--- config.mk ---
export PLATFORM = sky130hd
export DESIGN_NAME = seq_detector
export DESIGN_NICKNAME = d
export VERILOG_FILES = /design/src/rtl/seq_detector.sv
export SDC_FILE = /design/constraint.sdc
export NUM_CORES = 1
export LEC_CHECK = 0
export ABC_AREA = 1
export BUFFER_PORTS_ARGS = -buffer_cell sky130_fd_sc_hd__buf_2
export CAP_MARGIN = 20
export CORE_AREA = 2 2 39 41
export CTS_CLUSTER_DIAMETER = 80
export CTS_CLUSTER_SIZE = 10
export DETAILED_ROUTE_END_ITERATION = 8
export DIE_AREA = 0 0 41 43
export HOLD_SLACK_MARGIN = 0.06
export PLACE_DENSITY = 0.72
export SETUP_SLACK_MARGIN = 0.02
export SKIP_LAST_GASP = 1
export SLEW_MARGIN = 25
export SYNTH_ARGS = -nofsm -noshare
export SYNTH_HDL_FRONTEND = slang
export SYNTH_SLANG_ARGS = --single-unit
export TNS_END_PERCENT = 5
--- constraint.sdc ---
create_clock -name clk -period 2.2 [get_ports clk]
set_clock_uncertainty 0.1 [all_clocks]
set_input_delay 0.22 -clock clk [delete_from_list [all_inputs] [get_ports clk]]
set_output_delay 0.22 -clock clk [all_outputs]
set_load 0.02 [all_outputs]
--- src/rtl/seq_detector.sv ---
// rtl/seq_detector.sv - serial bit-pattern detector with registered match pulse and saturating match counter
module seq_detector #(
   parameter int                 PAT_LEN = 4,
   parameter logic [PAT_LEN-1:0] PATTERN = 4'b1011,
   parameter bit                 OVERLAP = 1'b1,
   parameter int                 CNT_W   = 8
) (
   input  logic             clk,
   input  logic             rst,
   input  logic             en,
   input  logic             X,
   input  logic             clr_cnt,
   output logic             Y,
   output logic [CNT_W-1:0] match_cnt,
   output logic [4:0]       state_dbg
);

   localparam logic [CNT_W-1:0] CNT_MAX = '1;

   // Bit i of the pattern in arrival order (i = 0 is the first bit received).
   function automatic int pat_bit(input int i);
      logic [15:0] p;
      p = 16'(PATTERN) >> (PAT_LEN - 1 - i);
      return p[0] ? 1 : 0;
   endfunction

   // Longest prefix length that ends the stream "prefix(s) followed by x".
   // This is the result of walking the failure chain from s, evaluated
   // directly; a return of PAT_LEN means the whole pattern just completed.
   function automatic int calc_ext(input int s, input int x);
      int res;
      int c;
      bit ok;
      res = 0;
      for (int k = 1; k <= s + 1; k++) begin
         ok = 1'b1;
         for (int j = 0; j < k; j++) begin
            c = (s + 1 - k + j == s) ? x : pat_bit(s + 1 - k + j);
            if (c != pat_bit(j)) ok = 1'b0;
         end
         if (ok) res = k;
      end
      return res;
   endfunction

   // Failure value of the full pattern: longest proper prefix that is also a suffix.
   function automatic int calc_border();
      int res;
      bit ok;
      res = 0;
      for (int k = 1; k < PAT_LEN; k++) begin
         ok = 1'b1;
         for (int j = 0; j < k; j++) begin
            if (pat_bit(PAT_LEN - k + j) != pat_bit(j)) ok = 1'b0;
         end
         if (ok) res = k;
      end
      return res;
   endfunction

   localparam int BORDER   = calc_border();
   localparam int RESTART  = OVERLAP ? BORDER : 0;

   logic [4:0]           state     = '0;
   logic                 y_q       = 1'b0;
   logic [CNT_W-1:0]     cnt_q     = '0;

   // col[b][s] is bit b of {hit, next_state} contributed by row s; only the
   // row equal to the current state contributes, so an OR merges the rows.
   logic [5:0][PAT_LEN-1:0] col;
   logic [5:0]              sel;
   logic [4:0]              nxt_state;
   logic                    nxt_hit;

   for (genvar s = 0; s < PAT_LEN; s++) begin : g_row
      localparam int K0 = calc_ext(s, 0);
      localparam int K1 = calc_ext(s, 1);
      localparam logic [5:0] T0 = (K0 == PAT_LEN) ? {1'b1, 5'(RESTART)} : {1'b0, 5'(K0)};
      localparam logic [5:0] T1 = (K1 == PAT_LEN) ? {1'b1, 5'(RESTART)} : {1'b0, 5'(K1)};
      logic [5:0] contrib;
      assign contrib = (state == 5'(s)) ? (X ? T1 : T0) : 6'd0;
      for (genvar b = 0; b < 6; b++) begin : g_bit
         assign col[b][s] = contrib[b];
      end
   end

   for (genvar b = 0; b < 6; b++) begin : g_sel
      assign sel[b] = |col[b];
   end

   assign nxt_state = sel[4:0];
   assign nxt_hit   = sel[5];

   // Detector state, match pulse and counter; reset overrides everything and
   // a counter clear beats a coincident match.
   always_ff @(posedge clk) begin
      if (rst) begin
         state <= '0;
         y_q   <= 1'b0;
         cnt_q <= '0;
      end else begin
         if (en) begin
            state <= nxt_state;
            y_q   <= nxt_hit;
         end else begin
            y_q   <= 1'b0;
         end
         if (clr_cnt) begin
            cnt_q <= '0;
         end else if (en && nxt_hit && cnt_q != CNT_MAX) begin
            cnt_q <= cnt_q + 1'b1;
         end
      end
   end

   assign Y         = y_q;
   assign match_cnt = cnt_q;
   assign state_dbg = state;

endmodule

# Yosys cells after proc, flatten, opt, wreduce, memory -nomap -nowiden

Index checks and enable logic that the tools add are counted.

Bits in registers: 14

$add $sub $neg: 1
Equality and inequality tests: 4
Mux-type cells: 8
Bitwise logic cells: 1
Reductions and logical operators: 11

Operators with widths:

| cell                | number |
|---|---|
| $reduce_or 4->1     | 6 |
| $mux 6              | 2 |
| $eq 5x2->1 const B  | 2 |
| $add 8x1->8 const B | 1 |
| $mux 2              | 4 |
| $ne 8x8->1 const B  | 1 |
| $eq 5x1->1 const B  | 1 |
| $logic_not 5->1     | 1 |
| $reduce_or 2->1     | 2 |
| $logic_and 1x1->1   | 2 |
| $mux 1              | 2 |
| $not 1->1           | 1 |

# Logic depth before layout (Yosys ltp)

Gate-level depths: netlist (run 1).

Depth in word-level cells: 5
Gate-level depth with buffers: 8
Gate-level depth less buffers: 8

# Worst setup path before layout (run 1)

No wires, ideal clock.

Path kind: reg2reg
Start: reg cnt_q[1] (netlist: match_cnt[1])
End: reg cnt_q[4] (netlist: match_cnt[4])
Data arrival time: 1.240 ns
Data required time: 2.030 ns
Setup slack: 0.790 ns
Stages on the path, launching flop included: 8
Period minus slack after synthesis: 1.410 ns
Path through: dfxtp_1 -> ha_1 -> nand2_1 -> inv_1 -> nand3_2 -> nand2_1 -> nand2_1 -> a21oi_1

Longest elaborated chain between the ends: 2
Elaborated cells on any way between the ends: 3

Ends and longest elaborated chain:

| what                                                | line | source |
|---|---|---|
| start: declaration                                  | 66   | `logic [CNT_W-1:0] cnt_q = '0;` |
| start signal: assignment                            | 111  | `cnt_q <= cnt_q + 1'b1;` |
| branches (longest 2 deep; another with $add 8x1->8) | n/a  |  |

Parallel ways; which one is timed is not known.
A chain may end at the register's enable or synchronous reset.

# Worst setup path after layout (run 1)

Start: reg cnt_q[1] (netlist: match_cnt[1])
End: reg cnt_q[3] (netlist: match_cnt[3])

Same word-level chain as after synthesis.

==> results.tsv, run 1 <==
stage	metric	value	unit
sta	worst_slack	767	ps
die	fp.dieW	41	um
cts	cts_resized	0	
placed_design	place_ws	765	ps
logic_synthesis	synth_area_leaders	dfxtp_1 (37%), nand2_1 (13%), nor2_1 (8.8%), nand3_1 (7.5%), a21oi_1 (5.9%)	
critical_path	cp-end-kind	flip-flop	
cts	cts_made_buffers	3	
global_route	grt_max_degree	10	
die	die_area	0.00176	mm2
critical_path	worst-r2r-setup-slack	770	ps
cts	cts_max_path_buffers	2	
cts	clk_pin_slew	70	ps
logic_synthesis	syn_avg_cell_area	6.87	um2
critical_path	critPathArrivalTime	1540	ps
global_route	grt_pass1_wl	1.95	mm
drt	drc_errors	0	
cts	root_buffer	clkbuf_4	
logic_synthesis	syn_inst	87	
logic_synthesis	synth-edff-count	0	
logic_synthesis	async_flop_share	0	%
die	num_rows	14	
cts	post_cts_buffers	0	
sta	hold_viol_final	0	
sta	tns	0	ps
pwr	p_leak	0.357	nW
status	outcome	complete, no violations	
placed_design	portBuffers	15	
die	dieHeight	43	um
pwr	power_density	516	mW/mm2
min_path	min_from	en	
sta	period_needed	1430	ps
critical_path	critical_path_required	2300	ps
cts	tritoncts	yes	
critical_path	ff2ff_path_depth	7	
final_layout	areaGrowthSynthToFinish	19.5	%
drt	drtPass1Iterations	4	
cts	cts.sinks	11	
final_layout	fin_nets	113	
final_layout	diodes	0	
logic_synthesis	synth_seq_cells	11	
global_route	grt_antenna_before_repair	0	
global_route	grt.overflow.total	0	
critical_path	reg2reg_to	match_cnt[3]	
critical_path	path_class	flip-flop to flip-flop	
global_route	grt_pass1_vias	501	
sta	slew_viol_final	0	
logic_synthesis	ys_types	16	
die	num_io_pins	19	
min_path	min_path_cells	2	
die	core	0.00138	mm2
final_layout	fin_util	51.6	%
drt	drtAntennaViolNets	0	
final_layout	drive_gt1_share	21.7	%
logic_synthesis	synth_common_cells	nand2_1 (21), nor2_1 (14), dfxtp_1 (11)	
logic_synthesis	ys.flop_type	dfxtp_1	
pwr	totalPowerFinal	369	uW
placed_design	globalplace.congestion	0.760	
drt	via_per_inst	4.89	
drt	via_count	597	
logic_synthesis	yosysTopAreaCellShare	36.8	%
global_route	track_usage	16.4	%
min_path	min_path_type	primary input to flip-flop	
critical_path	cp-start-kind	flip-flop	
sta	fin_crit_sh	65.1	%
sta	rsz0062_at_grt	false	
cts	htree_levels	1	
drt	drt-wirelength-per-cell	9.58	um
die	start_util	43.2	%
flow_run	cap_violations	0	
critical_path	crit_fanout	5	
min_path	worstHoldEndpoint	state_dbg[0]	
cts	clock_latency	270	ps
logic_synthesis	syn_area	598	um2
sta	max_freq	698	MHz
logic_synthesis	yosysWarnings	0	
logic_synthesis	seq_area_frac_synth	36.8	%
sta	finalSetupViolCount	0	
pwr	ir_drop	286	uV
drt	drt_iter0_drc	11	
placed_design	place_hpwl	889	um
logic_synthesis	yosysMostFrequentCell	nand2_1	
drt	drt_wl_total	1.17	mm
critical_path	r2r_start	match_cnt[1]	
logic_synthesis	synth_top_area_cell	dfxtp_1	
## what timing repair did
action                                 CTS  global route
endpoints found under the hold margin    2             0
hold buffers                             1             0
setup endpoints to repair                0             0
## per-layer routing
layer  track usage (%)  wire (um)  vias to the layer above
met4              12.0         27                        0
met5                 0          0                        -
met2              23.1        542                       18
met3              3.14         65                        4
met1              21.1        533                      264
li1                  -          -                      311
## worst max path at each step
stage,from,end,slack [ps],cells past startpoint
after floorplan,match_cnt[1],match_cnt[4],790,7
final,match_cnt[1],match_cnt[3],770,7
after detailed placement,match_cnt[0],match_cnt[3],760,7
after CTS,match_cnt[0],match_cnt[3],740,7
after global placement,match_cnt[0],match_cnt[3],790,7
after global routing,match_cnt[0],match_cnt[3],590,7
## cells in the final DEF, fill, tap and decap left out, types with 3 or more instances in the layout
cell      count
conb_1        3
clkbuf_4      3
nand2_1      21
nor2_1       14
nand3_1       9
buf_2        15
a21oi_1       7
inv_1         9
dfxtp_1      11
## where the power goes
group / total (mW) / switching, mW / internal, mW
clock: 0.137 / 0.0666 / 0.0702
combinational: 0.0287 / 0.0194 / 0.00925
sequential: 0.204 / 0.00229 / 0.201
## cells by family (layout without fill, tap and decap cells)
group                      Yosys count  in the layout  synth area share [%]
other                                1              3                 0.627
adders and majority gates            1              1                  2.09
DFF                                 11             11                  36.8
buffers and inverters               13             30                  10.0
and+or+nand+nor                     52             52                  42.1
AOI/OAI and AO/OA                    9              9                  8.37
## layout make-up
cell class | count | area [um2]
Clock buffer | 4 | 26.3
Timing Repair Buffer | 16 | 85.1
Multi-Input combinational cell | 65 | 325
Tap cell | 16 | 20.0
Inverter | 10 | 37.5
Fill cell | 145 | 669
Sequential cell | 11 | 220
## registers in the layout (all words and copies together), names as in the netlist
name       flops
Y              1
state_dbg      2
match_cnt      8
## critical path, cell delays in order, from the launching register on
cell and delay (ps):
dfxtp_1 370, ha_1 240, nand2_1 100, nor2_1 100
nand3_1 180, nand3_1 140, nand2_1 50, nor2_1 90
## metrics by stage
| step | cells | cell area, um2 | hold WS (ps) |
|---|---|---|---|
| detailed placement | 117 | 678 | 343 |
| finish | 122 | 714 | 101 |
| CTS | 122 | 714 | 94.8 |
| global placement | 117 | 678 | 343 |
| global route | 122 | 714 | 111 |
| floorplan | 89 | 606 | 198 |
Note: power is estimated with default switching activity, not from simulation.
==> run 2: changes to the inputs <==
- CORE_AREA: 2 2 39 41 -> default
- CORE_MARGIN: default -> 2
- CORE_UTILIZATION: default -> 43
- DIE_AREA: 0 0 41 43 -> default
- clock period: 2.2 -> 1.2 ns (I/O delays scaled with it)
==> results.tsv, run 2 (synthesis gave the netlist of run 1 again) <==
stage	metric	value	unit	change
placed_design	place_ws	-55.9	ps	was 765 ps
global_route	busiest_layer	met2		unchanged
global_route	met2_usage	28.5	%	was 23.1%
final_layout	ff_latch_area	244	um2	was 220 um2
global_route	use_met1	25.1	%	was 21.1%
cts	htree_levels	1		unchanged
global_route	grt_pass1_vias	497		was 501
status	outcome	finished with violations		was complete, no violations
critical_path	cp-start-kind	flip-flop		unchanged
final_layout	areaGrowthSynthToFinish	58.4	%	was 19.5%
status	violations	negative setup slack		
sta	fin_crit_sh	100	%	was 65.1%
placed_design	place_hpwl	1.06	mm	was 889 um
critical_path	cp_slowest_cell	dfxtp_4		was dfxtp_1
drt	via_count	647		was 597
placed_design	dp_cells	124		was 117
cts	cts.sinks	11		unchanged
final_layout	multi_input_area	425	um2	was 325 um2
placed_design	portBuffers	15		unchanged
die	start_util	46.0	%	was 43.2%
global_route	grt_pass1_wl	2.05	mm	was 1.95 mm
sta	slew_viol_final	0		unchanged
flow_run	cap_violations	0		unchanged
drt	drc_errors	0		unchanged
final_layout	final_cell_mix	nand2_1 (15), buf_2 (15), nor2_1 (10)		was nand2_1 (21), buf_2 (15), nor2_1 (14)
cts	clock_latency	260	ps	was 270 ps
final_layout	fin_nets	126		was 113
sta	period_needed	1200	ps	was 1430 ps
final_layout	final-instance-count-excl-fill	134		was 122
die	fp.dieW	41.3	um	was 41 um
critical_path	path_class	flip-flop to flip-flop		unchanged
placed_design	globalplace.congestion	0.816		was 0.760
global_route	grt_max_degree	7		was 10
critical_path	cp_cell_sequence	nand2_2 > nor2_8 > buf_4 > nand3_1 > a21oi_2		was ha_1 > nand2_1 > nor2_1 > nand3_1 > nand3_1 > nand2_1 > nor2_1
global_route	grt.overflow.total	0		unchanged
cts	clk_pin_slew	70	ps	about the same
die	dieHeight	41.3	um	was 43 um
final_layout	diodes	0		unchanged
sta	hold_viol_final	0		unchanged
sta	worst_slack	-3.93	ps	was 767 ps
critical_path	crit_fanout	6		was 5
final_layout	drive_gt1_share	50.4	%	was 21.7%
die	die_area	0.00171	mm2	was 0.00176 mm2
drt	drt-wirelength-per-cell	10.7	um	was 9.58 um
cts	root_buffer	clkbuf_4		unchanged
cts	tritoncts	yes		unchanged
sta	finalSetupViolCount	1		was 0
cts	cts_max_path_buffers	2		unchanged
die	num_io_pins	19		unchanged
sta	rsz0062_at_grt	true		was false
critical_path	critical_path_required	1290	ps	was 2300 ps
pwr	p_leak	0.441	nW	was 0.357 nW
sta	tns	-3.93	ps	was 0 ps
global_route	use_met3	4.79	%	was 3.14%
sta	max_freq	831	MHz	was 698 MHz
pwr	ir_drop	447	uV	was 286 uV
final_layout	fillers	108		was 145
critical_path	crit_path_max_incr_delay	360	ps	was 370 ps
critical_path	critPathArrivalTime	1300	ps	was 1540 ps
critical_path	cp-end-kind	flip-flop		unchanged
drt	drtPass1Iterations	4		unchanged
min_path	min_path_type	primary input to flip-flop		unchanged
final_layout	largest_reg_flops	8		unchanged
pwr	power_density	721	mW/mm2	was 516 mW/mm2
drt	drtAntennaViolNets	0		unchanged
cts	cts_made_buffers	3		unchanged
die	num_rows	13		was 14
global_route	grt_antenna_before_repair	0		unchanged
global_route	track_usage	19.0	%	was 16.4%
drt	via_per_inst	4.83		was 4.89
drt	drt_wl_total	1.43	mm	was 1.17 mm
die	core	0.00130	mm2	was 0.00138 mm2
pwr	totalPowerFinal	683	uW	was 369 uW
drt	drt_iter0_drc	13		was 11
==> run 2: stage by stage <==
stage | hold WS, ps | instance area, um2 | util [%]
detailed placement | 248 | 779 | 59.9
global route | 84.5 | 947 | 72.8
finish | 76.8 | 947 | 72.8
CTS | 72.8 | 887 | 68.2
global placement | 230 | 779 | 59.9
floorplan | 88.7 | 648 | -
==> run 2: critical path: cells and delay by family, from the launching register on <==
family	cells	cell delay, ps
AOI/OAI and AO/OA	1	150
buffers and inverters	1	180
DFF	1	360
and+or+nand+nor	3	350
==> run 2: cell type report <==
type	count	area share, %
well taps	15	1.98
repair buffers	29	20.3
clock buffers	4	2.77
flip-flops and latches	11	25.8
multi-input cells	65	44.9
inverters	10	4.23
==> run 2: timing repair <==
action | CTS | global route
buffers inserted | 0 | 1
hold buffers | 5 | 0
resized for setup | 8 | 14
pin swaps | 4 | 7
setup endpoints to repair | 8 | 8
hold endpoints to repair | 5 | 0
==> run 2: per-layer routing <==
| metal | vias to the layer above | routed length (um) |
|---|---|---|
| li1 | 341 | - |
| met1 | 286 | 718 |
| met2 | 16 | 634 |
| met3 | 4 | 56 |
| met4 | 0 | 25 |
| met5 | - | 0 |
==> run 2: power by group <==
group	internal [mW]	switching [mW]	total, mW
registers	0.360	0.00463	0.365
clock network	0.129	0.122	0.250
logic	0.0283	0.0393	0.0676
total	0.517	0.166	0.683
==> run 2: final timing paths <==
kind	cells after the start	start	slack (ps)	endpoint
max	5	state_dbg[1]	-4	match_cnt[0]
min	3	X	80	Y
max reg2reg	5	state_dbg[1]	-4	match_cnt[0]
min reg2reg	2	state_dbg[1]	420	state_dbg[1]
==> run 3: changes to the inputs <==
- SETUP_SLACK_MARGIN: 0.02 -> 0.1
==> results.tsv, run 3 (synthesis gave the netlist of run 1 again) <==
stage	metric	value	unit	change
drt	via_count	642		was 647
global_route	grt_max_degree	7		unchanged
drt	drt_wl_total	1.36	mm	was 1.43 mm
die	core	0.00130	mm2	unchanged
placed_design	globalplace.congestion	0.816		unchanged
critical_path	crit_top_cell	nand2_4		
cts	post_cts_buffers	0		unchanged
final_layout	drive_gt1_share	46.6	%	was 50.4%
sta	hold_viol_final	0		unchanged
final_layout	post-route-cell-area	926	um2	was 947 um2
placed_design	place_area	779	um2	unchanged
global_route	grt_pass1_vias	508		was 497
sta	worst_slack	12.3	ps	was -3.93 ps
critical_path	critical_path_required	1290	ps	about the same
cts	htree_levels	1		unchanged
critical_path	path_class	flip-flop to flip-flop		unchanged
pwr	ir_drop	446	uV	was 447 uV
drt	drc_errors	0		unchanged
final_layout	fillers	114		was 108
final_layout	ff_latch_area	244	um2	unchanged
critical_path	crit_start	match_cnt[0]		was state_dbg[1]
sta	tns	0	ps	was -3.93 ps
critical_path	crit_path_max_incr_delay	380	ps	was 360 ps
final_layout	multi_input_area	412	um2	was 425 um2
sta	period_needed	1190	ps	was 1200 ps
sta	fin_crit_sh	99.0	%	was 100%
placed_design	place_hpwl	1.06	mm	unchanged
cts	cts_max_path_buffers	2		unchanged
final_layout	largest_reg_flops	8		unchanged
critical_path	crit_family	flip-flops		unchanged
critical_path	critPathArrivalTime	1280	ps	was 1300 ps
final_layout	diodes	0		unchanged
min_path	worstHoldEndpoint	Y		unchanged
critical_path	ff2ff_path_depth	7		was 5
min_path	min_path_cells	3		unchanged
drt	drt_iter0_drc	19		was 13
die	num_io_pins	19		unchanged
final_layout	areaGrowthSynthToFinish	54.8	%	was 58.4%
cts	root_buffer	clkbuf_4		unchanged
cts	clock_latency	260	ps	about the same
global_route	grt.overflow.total	0		unchanged
critical_path	cp_slowest_cell	dfxtp_4		unchanged
critical_path	r2r_start	match_cnt[0]		was state_dbg[1]
pwr	totalPowerFinal	680	uW	was 683 uW
cts	cts.sinks	11		unchanged
critical_path	crit_fanout	5		was 6
global_route	grt_pass1_wl	2.11	mm	was 2.05 mm
die	start_util	46.0	%	unchanged
final_layout	fin_util	71.2	%	was 72.8%
final_layout	final-instance-count-excl-fill	133		was 134
cts	tritoncts	yes		unchanged
critical_path	crit_buf_inv	1		unchanged
critical_path	cp-start-kind	flip-flop		unchanged
min_path	min_path_type	primary input to flip-flop		unchanged
min_path	min_from	X		unchanged
final_layout	fin_nets	125		was 126
cts	cts_made_buffers	3		unchanged
flow_run	cap_violations	0		unchanged
critical_path	cp-end-kind	flip-flop		unchanged
final_layout	layout_commonest_cell	nand2_1		
critical_path	cp_cell_sequence	ha_4 > nand2_4 > inv_4 > nand3_4 > nand2_4 > nand2_2 > a21oi_2		was nand2_2 > nor2_8 > buf_4 > nand3_1 > a21oi_2
drt	drtPass1Iterations	4		unchanged
sta	finalSetupViolCount	0		was 1
critical_path	worst-r2r-setup-slack	10	ps	was -4 ps
die	num_rows	13		unchanged
critical_path	reg2reg_to	match_cnt[0]		unchanged
placed_design	portBuffers	15		unchanged
global_route	track_usage	19.6	%	was 19.0%
sta	rsz0062_at_grt	true		unchanged
drt	drt-wirelength-per-cell	10.2	um	was 10.7 um
sta	whs	78.5	ps	was 76.8 ps
drt	drtAntennaViolNets	0		unchanged
die	fp.dieW	41.3	um	unchanged
die	die_area	0.00171	mm2	unchanged
status	outcome	complete, no violations		was finished with violations
pwr	power_density	735	mW/mm2	was 721 mW/mm2
global_route	grt_antenna_before_repair	0		unchanged
sta	slew_viol_final	0		unchanged
final_layout	final_cell_mix	nand2_1 (16), buf_2 (15), nor2_1 (11)		was nand2_1 (15), buf_2 (15), nor2_1 (10)
drt	via_per_inst	4.83		about the same
pwr	p_leak	0.436	nW	was 0.441 nW
sta	max_freq	842	MHz	was 831 MHz
die	dieHeight	41.3	um	unchanged
placed_design	dp_cells	124		unchanged
cts	clk_pin_slew	70	ps	about the same
placed_design	place_ws	-55.9	ps	unchanged
run 3: cell count changes in the layout (fill, tap and decap cells not counted):
cell,change
nor2_1,+1
nand2_1,+1
nand3_2,-1
buf_4,-1
a21oi_1,+1
nand2_2,-1
a21oi_2,-1
nor2_2,-1
nand3_1,+1
run 3: worst max path at each step:
stage	cells after the start	slack (ps)	endpoint
2_1_floorplan	7	10	match_cnt[3]
3_3_place_gp	7	-30	match_cnt[7]
3_5_place_dp	6	-60	match_cnt[0]
4_1_cts	7	-4	match_cnt[0]
5_1_grt	7	-70	match_cnt[3]
6_report	7	10	match_cnt[0]
run 3: metal layers:
metal,up-vias,routed length (um),global-route usage (%)
li1,338,-,-
met1,285,663,26.4
met2,15,619,28.9
met3,4,55,4.79
met4,0,25,9.68
met5,-,0,0
run 3: timing repair:
action,CTS,global route
setup endpoints to repair,10,14
gates cloned,0,0
gates resized for setup,11,7
hold endpoints to repair,5,0
hold buffers,5,0
pin swaps,7,4
run 3: layout make-up:
cell class                 count  share of cell area, %
sequential                    11                   26.4
timing repair buffer          28                   20.0
clock buffer                   4                   2.84
tap                           15                   2.03
multi-input combinational     65                   44.5
inverter                      10                   4.32
run 3: tightest hold or removal path: cells and delay by family:
kind                   cells  cell delay, ps
and+or+nand+nor            2             170
buffers and inverters      1             110
run 3: where the power goes:
group	total (mW)	leakage, nW	switching (mW)	internal, mW
clock network	0.248	0.0150	0.119	0.128
registers	0.365	0.0948	0.00459	0.360
logic	0.0672	0.326	0.0389	0.0283
total	0.680	0.436	0.163	0.517
